File: config.mk
export PLATFORM = sky130hd
export DESIGN_NAME = vga_sync_gen
export DESIGN_NICKNAME = d
export VERILOG_FILES = /design/src/rtl/vga_pkg.sv /design/src/rtl/vga_axis_counter.sv /design/src/rtl/vga_sync_gen.sv
export SDC_FILE = /design/constraint.sdc
export NUM_CORES = 1
export LEC_CHECK = 0
export ABC_AREA = 1
export CORE_MARGIN = 4
export CORE_UTILIZATION = 48
export CTS_BUF_LIST = sky130_fd_sc_hd__clkbuf_4
export DETAILED_ROUTE_END_ITERATION = 12
export GPL_ROUTABILITY_DRIVEN = 0
export PLACE_DENSITY = 0.76
export SLEW_MARGIN = 20
export SYNTH_ARGS = -nofsm -noshare
export SYNTH_HDL_FRONTEND = slang
export SYNTH_SLANG_ARGS = --single-unit
File: constraint.sdc
create_clock -name clk -period 1.75 [get_ports clk]
set_input_delay 0.35 -clock clk [delete_from_list [all_inputs] [get_ports clk]]
set_output_delay 0.35 -clock clk [all_outputs]
set_load 0.05 [all_outputs]
File: src/rtl/vga_pkg.sv
// rtl/vga_pkg.sv - shared 1024x768@60 raster constants for the VGA sync generator and peripheral
package vga_pkg;

    function automatic int axis_total(int active, int front, int sync, int back);
        return active + front + sync + back;
    endfunction

    localparam int DEF_H_ACTIVE = 1024;
    localparam int DEF_H_FRONT  = 24;
    localparam int DEF_H_SYNC   = 136;
    localparam int DEF_H_BACK   = 160;
    localparam int DEF_V_ACTIVE = 768;
    localparam int DEF_V_FRONT  = 3;
    localparam int DEF_V_SYNC   = 6;
    localparam int DEF_V_BACK   = 29;

    localparam int H_TOTAL = axis_total(DEF_H_ACTIVE, DEF_H_FRONT, DEF_H_SYNC, DEF_H_BACK);
    localparam int V_TOTAL = axis_total(DEF_V_ACTIVE, DEF_V_FRONT, DEF_V_SYNC, DEF_V_BACK);

    localparam int X_W = 11;
    localparam int Y_W = 10;

endpackage

File: src/rtl/vga_axis_counter.sv
// rtl/vga_axis_counter.sv - one raster axis: position counter with registered sync/active decode
module vga_axis_counter
    import vga_pkg::*;
#(
    parameter int ACTIVE      = DEF_H_ACTIVE,
    parameter int FRONT       = DEF_H_FRONT,
    parameter int SYNC        = DEF_H_SYNC,
    parameter int BACK        = DEF_H_BACK,
    parameter bit SYNC_ACTIVE = 1'b0,
    parameter int W           = X_W
) (
    input  logic         clk,
    input  logic         rst,
    input  logic         advance,
    output logic [W-1:0] pos,
    output logic         sync,
    output logic         active,
    output logic         wrap
);

    localparam int TOTAL = axis_total(ACTIVE, FRONT, SYNC, BACK);
    localparam logic [W-1:0] LAST       = W'(TOTAL - 1);
    localparam logic [W-1:0] ACTIVE_END = W'(ACTIVE);
    localparam logic [W-1:0] SYNC_START = W'(ACTIVE + FRONT);
    localparam logic [W-1:0] SYNC_END   = W'(ACTIVE + FRONT + SYNC);

    logic [W-1:0] pos_next;

    always_comb begin
        wrap     = advance && (pos == LAST);
        pos_next = pos;
        if (wrap) begin
            pos_next = '0;
        end else if (advance) begin
            pos_next = pos + W'(1);
        end
    end

    // Decode from pos_next so sync/active land in the same cycle as the position they describe.
    always_ff @(posedge clk) begin
        if (rst) begin
            pos    <= '0;
            sync   <= ~SYNC_ACTIVE;
            active <= 1'b1;
        end else begin
            pos    <= pos_next;
            sync   <= (pos_next >= SYNC_START && pos_next < SYNC_END) ? SYNC_ACTIVE : ~SYNC_ACTIVE;
            active <= (pos_next < ACTIVE_END);
        end
    end

endmodule

File: src/rtl/vga_sync_gen.sv
// rtl/vga_sync_gen.sv - raster timing generator with frame counter and sticky vblank interrupt
module vga_sync_gen
    import vga_pkg::*;
#(
    parameter int H_ACTIVE    = DEF_H_ACTIVE,
    parameter int H_FRONT     = DEF_H_FRONT,
    parameter int H_SYNC      = DEF_H_SYNC,
    parameter int H_BACK      = DEF_H_BACK,
    parameter int V_ACTIVE    = DEF_V_ACTIVE,
    parameter int V_FRONT     = DEF_V_FRONT,
    parameter int V_SYNC      = DEF_V_SYNC,
    parameter int V_BACK      = DEF_V_BACK,
    parameter bit SYNC_ACTIVE = 1'b0
) (
    input  logic           clk,
    input  logic           rst,
    input  logic           cli,
    output logic [X_W-1:0] x,
    output logic [Y_W-1:0] y,
    output logic           hsync,
    output logic           vsync,
    output logic           blank,
    output logic [7:0]     frame,
    output logic           interrupt
);

    localparam logic [Y_W-1:0] LAST_ACTIVE_LINE = Y_W'(V_ACTIVE - 1);

    logic h_wrap;
    logic v_wrap;
    logic h_active;
    logic v_active;
    logic irq_set;

    vga_axis_counter #(
        .ACTIVE     (H_ACTIVE),
        .FRONT      (H_FRONT),
        .SYNC       (H_SYNC),
        .BACK       (H_BACK),
        .SYNC_ACTIVE(SYNC_ACTIVE),
        .W          (X_W)
    ) u_h_axis (
        .clk    (clk),
        .rst    (rst),
        .advance(1'b1),
        .pos    (x),
        .sync   (hsync),
        .active (h_active),
        .wrap   (h_wrap)
    );

    vga_axis_counter #(
        .ACTIVE     (V_ACTIVE),
        .FRONT      (V_FRONT),
        .SYNC       (V_SYNC),
        .BACK       (V_BACK),
        .SYNC_ACTIVE(SYNC_ACTIVE),
        .W          (Y_W)
    ) u_v_axis (
        .clk    (clk),
        .rst    (rst),
        .advance(h_wrap),
        .pos    (y),
        .sync   (vsync),
        .active (v_active),
        .wrap   (v_wrap)
    );

    assign blank = ~(h_active & v_active);

    // The edge leaving the last active line lands on (0, V_ACTIVE): first clock of vertical blank.
    assign irq_set = h_wrap && (y == LAST_ACTIVE_LINE);

    always_ff @(posedge clk) begin
        if (rst) begin
            frame     <= 8'd0;
            interrupt <= 1'b0;
        end else begin
            if (h_wrap && v_wrap) begin
                frame <= frame + 8'd1;
            end
            if (irq_set) begin
                interrupt <= 1'b1;
            end else if (cli) begin
                interrupt <= 1'b0;
            end
        end
    end

endmodule

; Word level (Yosys, flattened, before mapping)
; Cells that the tools add are included.
; W data, S select, Z words.
[op_classes]
n_addsub = 3
n_lt_le_gt_ge = 6
eq_ne = 3
mux = 7
bitwise_logic = 2
reduce_logical = 6
[op_table]
columns = operator, count
row1 = $lt A11 B11 Y1 const B, 2
row2 = $eq A10 B10 Y1 const B, 2
row3 = $lt A10 B10 Y1 const B, 2
row4 = $mux W10, 2
row5 = $add A11 B1 Y11 const B, 1
row6 = $eq A11 B11 Y1 const B, 1
row7 = $ge A11 B11 Y1 const B, 1
row8 = $mux W11, 1
row9 = $add A10 B1 Y10 const B, 1
row10 = $ge A10 B10 Y1 const B, 1
row11 = $add A8 B1 Y8 const B, 1
row12 = $logic_and A1 B1 Y1, 5
row13 = $mux W1, 4
row14 = $reduce_bool A2 Y1, 1
row15 = $and A1 B1 Y1, 1
row16 = $not A1 Y1, 1
[totals]
reg_bits = 34
out_inout_bits = 33

; Longest topological paths before layout
; Gate-level depths: netlist (run 1).
[logic_depth]
ltp_word = 6
ltp_mapped = 13
ltp_nobuf = 13

; By module
; From an unflattened synthesis (run 1), not the netlist that was laid out.
[hier_totals]
cells_unflattened = 289
hier_area_um2 = 1874.3
[by_module_without_submodules]
columns = module, n_inst, cells_each, area_per_inst_um2, seq_area_each_um2
row1 = vga_axis_counter (u_h_axis), 1, 108, 705.7, 260.2
row2 = vga_axis_counter (u_v_axis), 1, 106, 690.7, 240.2
row3 = vga_sync_gen, 1, 75, 478.0, 180.2

; Worst setup path after synthesis (run 1)
; No wires, ideal clock.
[synth_path]
kind = reg2reg
from = reg u_h_axis.pos[0]
to = reg frame[6]
setup_ps = 117
t_arrival_ps = 2027
path_slack_ps = -394
stages_incl_launch_ff = 9
path_cell_list = dfxtp_1 ha_1 nand3_2 nor2_4 nand2_4 nor2_8 nand4_4 o21ai_0 nor2_1
[synth_between]
elab_chain_len = 3
[synth_rtl]
columns = item, line_no
row1 = "start, declared", vga_axis_counter.sv:15  ; output logic [W-1:0] pos,
row2 = "start signal, assigned", vga_axis_counter.sv:46  ; pos <= pos_next;
row3 = $eq A11 B11 Y1 (*), vga_axis_counter.sv:30  ; wrap = advance && (pos == LAST);
row4 = $logic_and A1 B1 Y1, vga_axis_counter.sv:30
row5 = $logic_and A1 B1 Y1 (*), vga_sync_gen.sv:79  ; if (h_wrap && v_wrap) begin
row6 = "end signal, assigned", vga_sync_gen.sv:80  ; frame <= frame + 8'd1;
row7 = "end, declared", vga_sync_gen.sv:23  ; output logic [7:0] frame,
; Every way passes the cells marked *; elsewhere a longest branch is shown, timed or not.
; A chain may end at the register's enable or synchronous reset.

; Final worst setup path (run 1)
[layout_path]
from = reg u_h_axis.pos[1]
to = reg u_h_axis.sync
[layout_between]
elab_chain_len = 5
word_cells_on_any_way = 7
[layout_rtl]
columns = item, line_no
row1 = $add A11 B1 Y11 or $eq A11 B11 Y1 (tied branches), "vga_axis_counter.sv:35, vga_axis_counter.sv:30"
row2 = $mux W11 (*), vga_axis_counter.sv:32  ; if (wrap) begin
row3 = $ge A11 B11 Y1 or $lt A11 B11 Y1 (tied branches), vga_axis_counter.sv:47  ; sync <= (pos_next >= SYNC_START && pos_next < SYNC_END) ? SYNC_ACTIVE : ~SYNC_ACTIVE;
row4 = $logic_and A1 B1 Y1 (*), vga_axis_counter.sv:47
row5 = $mux W1 (*), vga_axis_counter.sv:47
row6 = "end signal, assigned", vga_axis_counter.sv:43  ; sync <= ~SYNC_ACTIVE;
row7 = "end signal, assigned", vga_axis_counter.sv:47
row8 = "end, declared", vga_axis_counter.sv:16  ; output logic sync,
; Marks and branches as above.

==> impl_results.md, run 1 <==
* Async SR Flop Fraction at 0%
* Synthesized flop and latch total at 34
* Synth-to-Final Area Change at 33.2%
* CTS Root Cell: clkbuf_4
* CTS tree: yes
* Core outline area at 3690 um2
* Clock power frac at 33.1%
* Yosys warnings at 0
* Worst-Skew Late Latency at 0.34 ns
* Leak at around 1.2 nW
* Most instantiated cells after synthesis: nand2_1, nor2_1, inv_1, dfxtp_1, nand3_1
* Hold Crit Depth at 2
* Port-buffer cells at 35
* P_sw at about 0.34 mW
* Top flip-flop cell by instance count after synthesis: dfxtp_1
* DR iter-0 viols at 156
* Max frequency at 0.595 GHz
* Row Count at 22
* Register area share after synthesis at 36.7%
* Most frequent cell after synthesis: nand2_1
* Power Internal at 0.957 mW
* Post-synth EDFFs at 0
* Register share of total power at 61.1%
* Drt total wl at 4720 um
* FILL cells at 349
* CP Data Arrival Time at 1.97 ns
* H-tree levels at 2
* Total CTS buffers at 5
* Share of the synthesized area in the top cell type at 36.7%
* CP max FO at 7
* Min-Delay Endpoint: interrupt$_SDFFE_PP0P_
* Pwr/cell area at 523 nW/um2
* Top Ports at 36
* Unrepaired setup endpoints after global routing: true
* Status: finished clean
* Die X at 70.2 um
* Slew HR at just under 80%
* Logic pwr share at 5.9%
* FF-to-FF path depth at 10
* Clk slew on worst S/H paths at 0.12 ns
* Final core occ at 67.0%
* Cell taking the most area after synthesis: dfxtp_1
* Fin. Hold Viols at 0
* Post-Synthesis Net Count at 288
* Synth top area cells: dfxtp_1, nand2_1, nor2_1
* Syn avg cell area at 6.63 um2
* WHS at roughly 0.50 ns
* Max Clock Skew at 0.0145 ns
* Hold Crit Class: register to register
* DR vias at 1900
* Cell Area, Synth at 1860 um2
* Mapped Cells at 280
* Max-cap viol count at 0
* CP Capture Type: register
* Remaining antenna violation count after routing at 0
* Clock Sinks at 34
* Hold path startpoint: interrupt$_SDFFE_PP0P_
* Largest net degree at the start of global routing at 12
* First-pass GRT wire length at 7990 um
* Worst-margin pin slew at 0.330 ns
* Maximum VDD drop at 382 uV
* Setup violators final at 0
* Max clock buf depth at 2
* Via density per instance at 4.94
* Critical R2R Capture: u_h_axis.sync$_SDFF_PP1_
* FF-to-FF Start: u_h_axis.pos[1]$_SDFF_PP0_
* Nets at 344
* HPWL after DPL at 3570 um
* Yosys cell types at 29
* Req. time, crit path at 2.04 ns
* Layout cells sized above 1 at 28.8%
* Antenna violations before repair at 0
* Crit Path Category: register to register
* Sw frac at 26.0%
* Diode count at 0
* Tcrit/Tclk final at 96.0%
* Vias in the first global route at 1792
* Starting density of the core at 50.3%
* Max-slew violations at 0
* Total Routing Usage GR at 19.9%
* Routed WL per cell at about 12 um
* Drt first pass iters at 4
* DR DRC count at 0
* Final min period at 1.68 ns
* Die ar. at between 4000 and 5000 um2
* GRT Residual Overflow at 0
* Flop-to-flop setup slack at 0.07 ns
* Die height at 70.2 um
* Element type at the critical path start: register
[cells by family after synthesis]
family                     after synthesis  synth area share [%]
adders and majority gates                5                  3.37
buffers and inverters                   44                  9.10
xor gates and xnor gates                 5                  2.36
DFF                                     34                  36.7
and+or+nand+nor                        173                  42.7
AOI/OAI and AO/OA                       19                  5.80
[per-layer routing]
metal  GRT usage [%]  wire [um]  up-vias
li1                -          -      988
met1            25.0       2030      843
met2            34.2       2260       58
met3            3.74        334       11
met4            6.60         94        0
met5               0          0        -
[through the flow]
step	worst slack (ns)	cells	power [mW]	area, um2	TNS (ns)
after floorplan	-0.00303	280	0.847	1880	-0.00303
after global placement	0.0936	374	0.878	2300	0
after detailed placement	0.0227	374	0.878	2300	0
after CTS	0.0106	382	1.30	2360	0
after global routing	-0.0380	385	1.35	2470	-0.0380
final	0.0698	385	1.29	2470	0
[power by group through the flow]
stage          Sequential, mW  Combinational (mW)  Clock (mW)
2_1_floorplan           0.826              0.0211           0
6_report                0.790              0.0759       0.428
4_1_cts                 0.787              0.0734       0.437
3_3_place_gp            0.804              0.0733           0
3_5_place_dp            0.805              0.0732           0
5_1_grt                 0.791              0.0820       0.477
[worst max-delay path by stage]
stage	from	endpoint	slack (ns)	cells after the start
after CTS	u_h_axis.pos[1]$_SDFF_PP0_	u_v_axis.sync$_SDFF_PP1_	0.01	12
after global placement	u_h_axis.pos[1]$_SDFF_PP0_	u_v_axis.sync$_SDFF_PP1_	0.09	10
after global routing	u_h_axis.pos[1]$_SDFF_PP0_	u_v_axis.sync$_SDFF_PP1_	-0.04	12
final	u_h_axis.pos[1]$_SDFF_PP0_	u_h_axis.sync$_SDFF_PP1_	0.07	10
after detailed placement	u_h_axis.pos[1]$_SDFF_PP0_	u_v_axis.sync$_SDFF_PP1_	0.02	12
after floorplan	u_v_axis.pos[8]$_SDFF_PP0_	frame[6]$_SDFFE_PP0P_	-0.003	7
[cell type report]
class | count | area (um2) | area share (%)
Multi-Input combinational cell | 202 | 1100 | 44.5
Clock inverter | 3 | 16.3 | 0.658
Inverter | 40 | 150 | 6.07
Tap cell | 48 | 60.1 | 2.43
Sequential cell | 34 | 702 | 28.4
Clock buffer | 5 | 37.5 | 1.52
Timing Repair Buffer | 53 | 407 | 16.4
[cells in the final DEF (no fill, tap or decap)]
master	synthesis	layout
a21o_1	1	1
a21oi_1	7	7
a31o_2	1	1
buf_4	1	50
buf_6	0	1
clkbuf_4	0	5
clkdlybuf4s50_1	0	2
clkinv_1	0	1
clkinv_2	0	1
clkinvlp_4	0	1
dfxtp_1	34	21
dfxtp_2	0	11
dfxtp_4	0	2
ha_1	5	4
ha_4	0	1
inv_1	39	38
inv_2	1	2
nand2_1	75	71
nand2_2	0	4
nand2_8	0	1
nand3_1	29	26
nand3_2	1	2
nand3_4	0	2
nand3b_1	2	2
nand4_1	4	4
nand4_4	1	1
nor2_1	47	42
nor2_2	2	3
nor2_4	2	6
nor2_8	1	1
nor3_1	5	5
nor3b_1	1	1
nor3b_2	1	1
nor4_1	1	1
o21ai_0	8	5
o21ai_1	1	4
o21bai_2	1	1
xnor2_1	1	1
xor2_1	4	4
[state kept, by name (all words and copies together), names as in the netlist]
register / cells
frame: 8
interrupt: 1
u_h_axis.active: 1
u_h_axis.pos: 11
u_h_axis.sync: 1
u_v_axis.active: 1
u_v_axis.pos: 10
u_v_axis.sync: 1
[worst max-delay path, stage by stage (launching register included)]
cell and delay, ns:
dfxtp_4 0.40, ha_4 0.17, nand3_4 0.09, nor2_4 0.22
nand2_8 0.12, buf_4 0.18, nand3b_1 0.13, nor2_1 0.09
nor2_1 0.11, nand2_1 0.05, nand4_1 0.07
[what timing repair did]
action	4_1_cts	5_1_grt
gates resized for setup	2	23
pin swaps	0	8
hold buffers	0	0
endpoints found under the setup margin	1	8
buffers inserted	0	3
No activity file was read; power rests on OpenSTA's default activity.
==> run 2: changes to the inputs <==
--- a/config.mk
+++ b/config.mk
@@ -11,6 +11,7 @@
 export CTS_BUF_LIST = sky130_fd_sc_hd__clkbuf_4
 export DETAILED_ROUTE_END_ITERATION = 12
 export GPL_ROUTABILITY_DRIVEN = 0
+export HOLD_SLACK_MARGIN = 0.03
 export PLACE_DENSITY = 0.76
 export SLEW_MARGIN = 20
 export SYNTH_ARGS = -nofsm -noshare
==> results of run 2 <==
Final layout, timing and power as in run 1 (identical DEF).
==> run 3: changes to the inputs <==
--- a/config.mk
+++ b/config.mk
@@ -7,12 +7,12 @@
 export LEC_CHECK = 0
 export ABC_AREA = 1
 export CORE_MARGIN = 4
-export CORE_UTILIZATION = 48
+export CORE_UTILIZATION = 45
 export CTS_BUF_LIST = sky130_fd_sc_hd__clkbuf_4
 export DETAILED_ROUTE_END_ITERATION = 12
 export GPL_ROUTABILITY_DRIVEN = 0
 export HOLD_SLACK_MARGIN = 0.03
-export PLACE_DENSITY = 0.76
+export PLACE_DENSITY = 0.72
 export SLEW_MARGIN = 20
 export SYNTH_ARGS = -nofsm -noshare
 export SYNTH_HDL_FRONTEND = slang
==> run 3 against run 2 <==
Compared with the run above:
- worst setup slack improved by 0.082 ns
- sequential share of layout area rose by 0.86 points
- combinational power fell by 3.6%
- largest power group unchanged
- clock power barely moved
- fmax rose by 5.1%
- critical endpoint is now u_v_axis.sync$_SDFF_PP1_
- highest routed layer unchanged
- global-route usage fell by 1.5 points
- sequential cell count did not move
- count of clock-buffer cells in the layout rose by 1
- largest cell class unchanged
- core utilization fell by 6.9 points
==> impl_results.md, run 3 (synthesis gave the netlist of run 1 again) <==
* Post-Layout Cell Count at 381 (-1.0%)
* Max-cap viol count at 0 (unchanged)
* CP max FO at 7 (unchanged)
* Remaining antenna violation count after routing at 0 (unchanged)
* Req. time, crit path at 1.99 ns (-0.05 ns)
* Commonest non-fill, non-tap cell in the layout: nand2_1
* Critical R2R Capture: u_v_axis.sync$_SDFF_PP1_
* Drt total wl at 4470 um (-5.3%)
* HPWL after DPL at 3410 um (-4.7%)
* Element type at the critical path start: register
* CTS tree: yes
* Max Clock Skew at 0.00784 ns (-0.00666 ns)
* Regs by FF count: u_h_axis.pos: 11 flops, u_v_axis.pos: 10 flops, frame: 8 flops
* Worst-Skew Late Latency at 0.34 ns (about the same)
* Fin. Hold Viols at 0 (unchanged)
* Via density per instance at 4.90 (-0.71%)
* Routed WL per cell at 11.7 um (-4.3%)
* Row Count at 23 (+4.5%)
* Slew HR at 75.3% (-2.5 points)
* Nets at 338 (-1.7%)
* Setup crit start: u_h_axis.pos[1]$_SDFF_PP0_
* FF-to-FF Start: u_h_axis.pos[1]$_SDFF_PP0_
* Port-buffer cells at 35 (unchanged)
* FF-to-FF path depth at 12 (+2)
* Max frequency at 0.626 GHz (+5.1%)
* Antenna violations before repair at 0 (unchanged)
* Setup violators final at 0 (unchanged)
* FILL cells at 386 (+11%)
* Leak at 1.17 nW (-0.35%)
* Synth-to-Final Area Change at 29.5%
* Total Routing Usage GR at 18.5% (-1.5 points)
* Maximum VDD drop at 369 uV (-3.5%)
* Die ar. at 5220 um2 (+5.9%)
* Diode count at 0 (unchanged)
* H-tree levels at 2 (unchanged)
* Drt first pass iters at 4 (unchanged)
* Hold Crit Class: register to register
* CP Data Arrival Time at 1.84 ns (-0.13 ns)
* Die X at 72.2 um (+2.9%)
* Core outline area at 4000 um2 (+8.4%)
* Cell Area, Placed at 2270 um2 (-1.2%)
* CP Capture Type: register
* Worst-margin pin slew at 0.366 ns (+0.0367 ns)
* Vias in the first global route at 1772 (-1.1%)
* Fin area at 2400 um2 (-2.8%)
* DR iter-0 viols at 152 (-2.6%)
* Die height at 72.2 um (+2.9%)
* Top Ports at 36 (unchanged)
* Status: finished clean
* Largest net degree at the start of global routing at 13 (+1)
* Total CTS buffers at 5 (unchanged)
* Tcrit/Tclk final at 91.3% (-4.7 points)
* DP Cell Count at 372 (-0.53%)
* Most flops, register: u_h_axis.pos
* Hold path startpoint: interrupt$_SDFFE_PP0P_
* Layout cells sized above 1 at 26.9% (-1.9 points)
* Crit Path Category: register to register
* GRT Residual Overflow at 0 (unchanged)
* DR vias at 1867 (-1.7%)
* Hold Crit Depth at 2 (unchanged)
* Most frequent cells in the layout: nand2_1, buf_4, nor2_1
* First-pass GRT wire length at 7670 um (-4.0%)
* Largest register FFs at 11 (unchanged)
* DR DRC count at 0 (unchanged)
* Clock Sinks at 34 (unchanged)
* Max-slew violations at 0 (unchanged)
* Clk slew on worst S/H paths at 0.11 ns (about the same)
* Min-Delay Endpoint: interrupt$_SDFFE_PP0P_
* Final min period at 1.60 ns (-0.0816 ns)
* Unrepaired setup endpoints after global routing: true
* Flop-to-flop setup slack at 0.15 ns (+0.08 ns)
* Starting density of the core at 46.4% (-3.9 points)
* CTS Root Cell: clkbuf_4
* Max clock buf depth at 2 (unchanged)
* Pwr/cell area at 538 nW/um2 (+2.9%)
## run 3: cell types whose count changed in the layout (fill, tap and decap cells not counted), moves of 2 or more
cell     delta
o21ai_1     -3
o21ai_0     +3
nor2_4      -2
buf_4       -5
## run 3: area by class of cell
type / count / area (um2) / share of cell area (%)
Clock buffer: 6 / 45.0 / 1.87
Clock inverter: 2 / 8.76 / 0.364
Inverter: 40 / 150 / 6.25
Multi-Input combinational cell: 202 / 1080 / 44.8
Sequential cell: 34 / 703 / 29.3
Tap cell: 50 / 62.6 / 2.60
Timing Repair Buffer: 47 / 358 / 14.9
## run 3: critical path: stages, from the launching register on
cell and delay (ns):
dfxtp_4 0.40, ha_4 0.16, nand3_4 0.10, nor2_4 0.13, nand2_4 0.12, nor2_4 0.11, nand2_1 0.06, nand2_1 0.06
nand2_1 0.07, nor2_2 0.13, nand2_1 0.06, inv_1 0.05, nand2_1 0.04
## run 3: stage by stage
| stage | util (%) | setup WS, ns | TNS [ns] | power (mW) | hold slack [ns] |
|---|---|---|---|---|---|
| detailed placement | 56.8 | 0.0235 | 0 | 0.876 | 0.485 |
| global placement | 56.8 | 0.0777 | 0 | 0.874 | 0.486 |
| global route | 60.1 | -0.0294 | -0.0294 | 1.36 | 0.558 |
| finish | 60.1 | 0.151 | 0 | 1.29 | 0.503 |
| floorplan | - | -0.00303 | -0.00303 | 0.847 | 0.533 |
| CTS | 58.4 | 0.0156 | 0 | 1.30 | 0.513 |
## run 3: metal layers
layer / vias up / GRT usage (%) / share of wire [%]
met3: 8 / 4.85 / 5.5
met2: 43 / 27.5 / 45
met5: - / 0 / 0
met4: 0 / 6.89 / 1.7
li1: 983 / - / -
met1: 833 / 25.6 / 48
## run 3: power by group
group / switching (mW) / total (mW) / leakage [nW] / internal, mW
sequential: 0.0105 / 0.790 / 0.282 / 0.779
clock: 0.265 / 0.431 / 0.0331 / 0.166
combinational: 0.0479 / 0.0732 / 0.853 / 0.0253
total: 0.323 / 1.29 / 1.17 / 0.971
## run 3: repair_timing
action | in CTS | in global routing
gates resized for setup | 2 | 14
hold buffers | 0 | 0
setup endpoints to repair | 1 | 8
pin swaps | 0 | 3
buffers inserted | 0 | 1
## run 3: how the worst max path moves through the flow
stage,end
floorplan,frame[6]$_SDFFE_PP0P_
global placement,u_v_axis.sync$_SDFF_PP1_
detailed placement,u_v_axis.sync$_SDFF_PP1_
CTS,u_v_axis.sync$_SDFF_PP1_
global route,u_v_axis.sync$_SDFF_PP1_
finish,u_v_axis.sync$_SDFF_PP1_
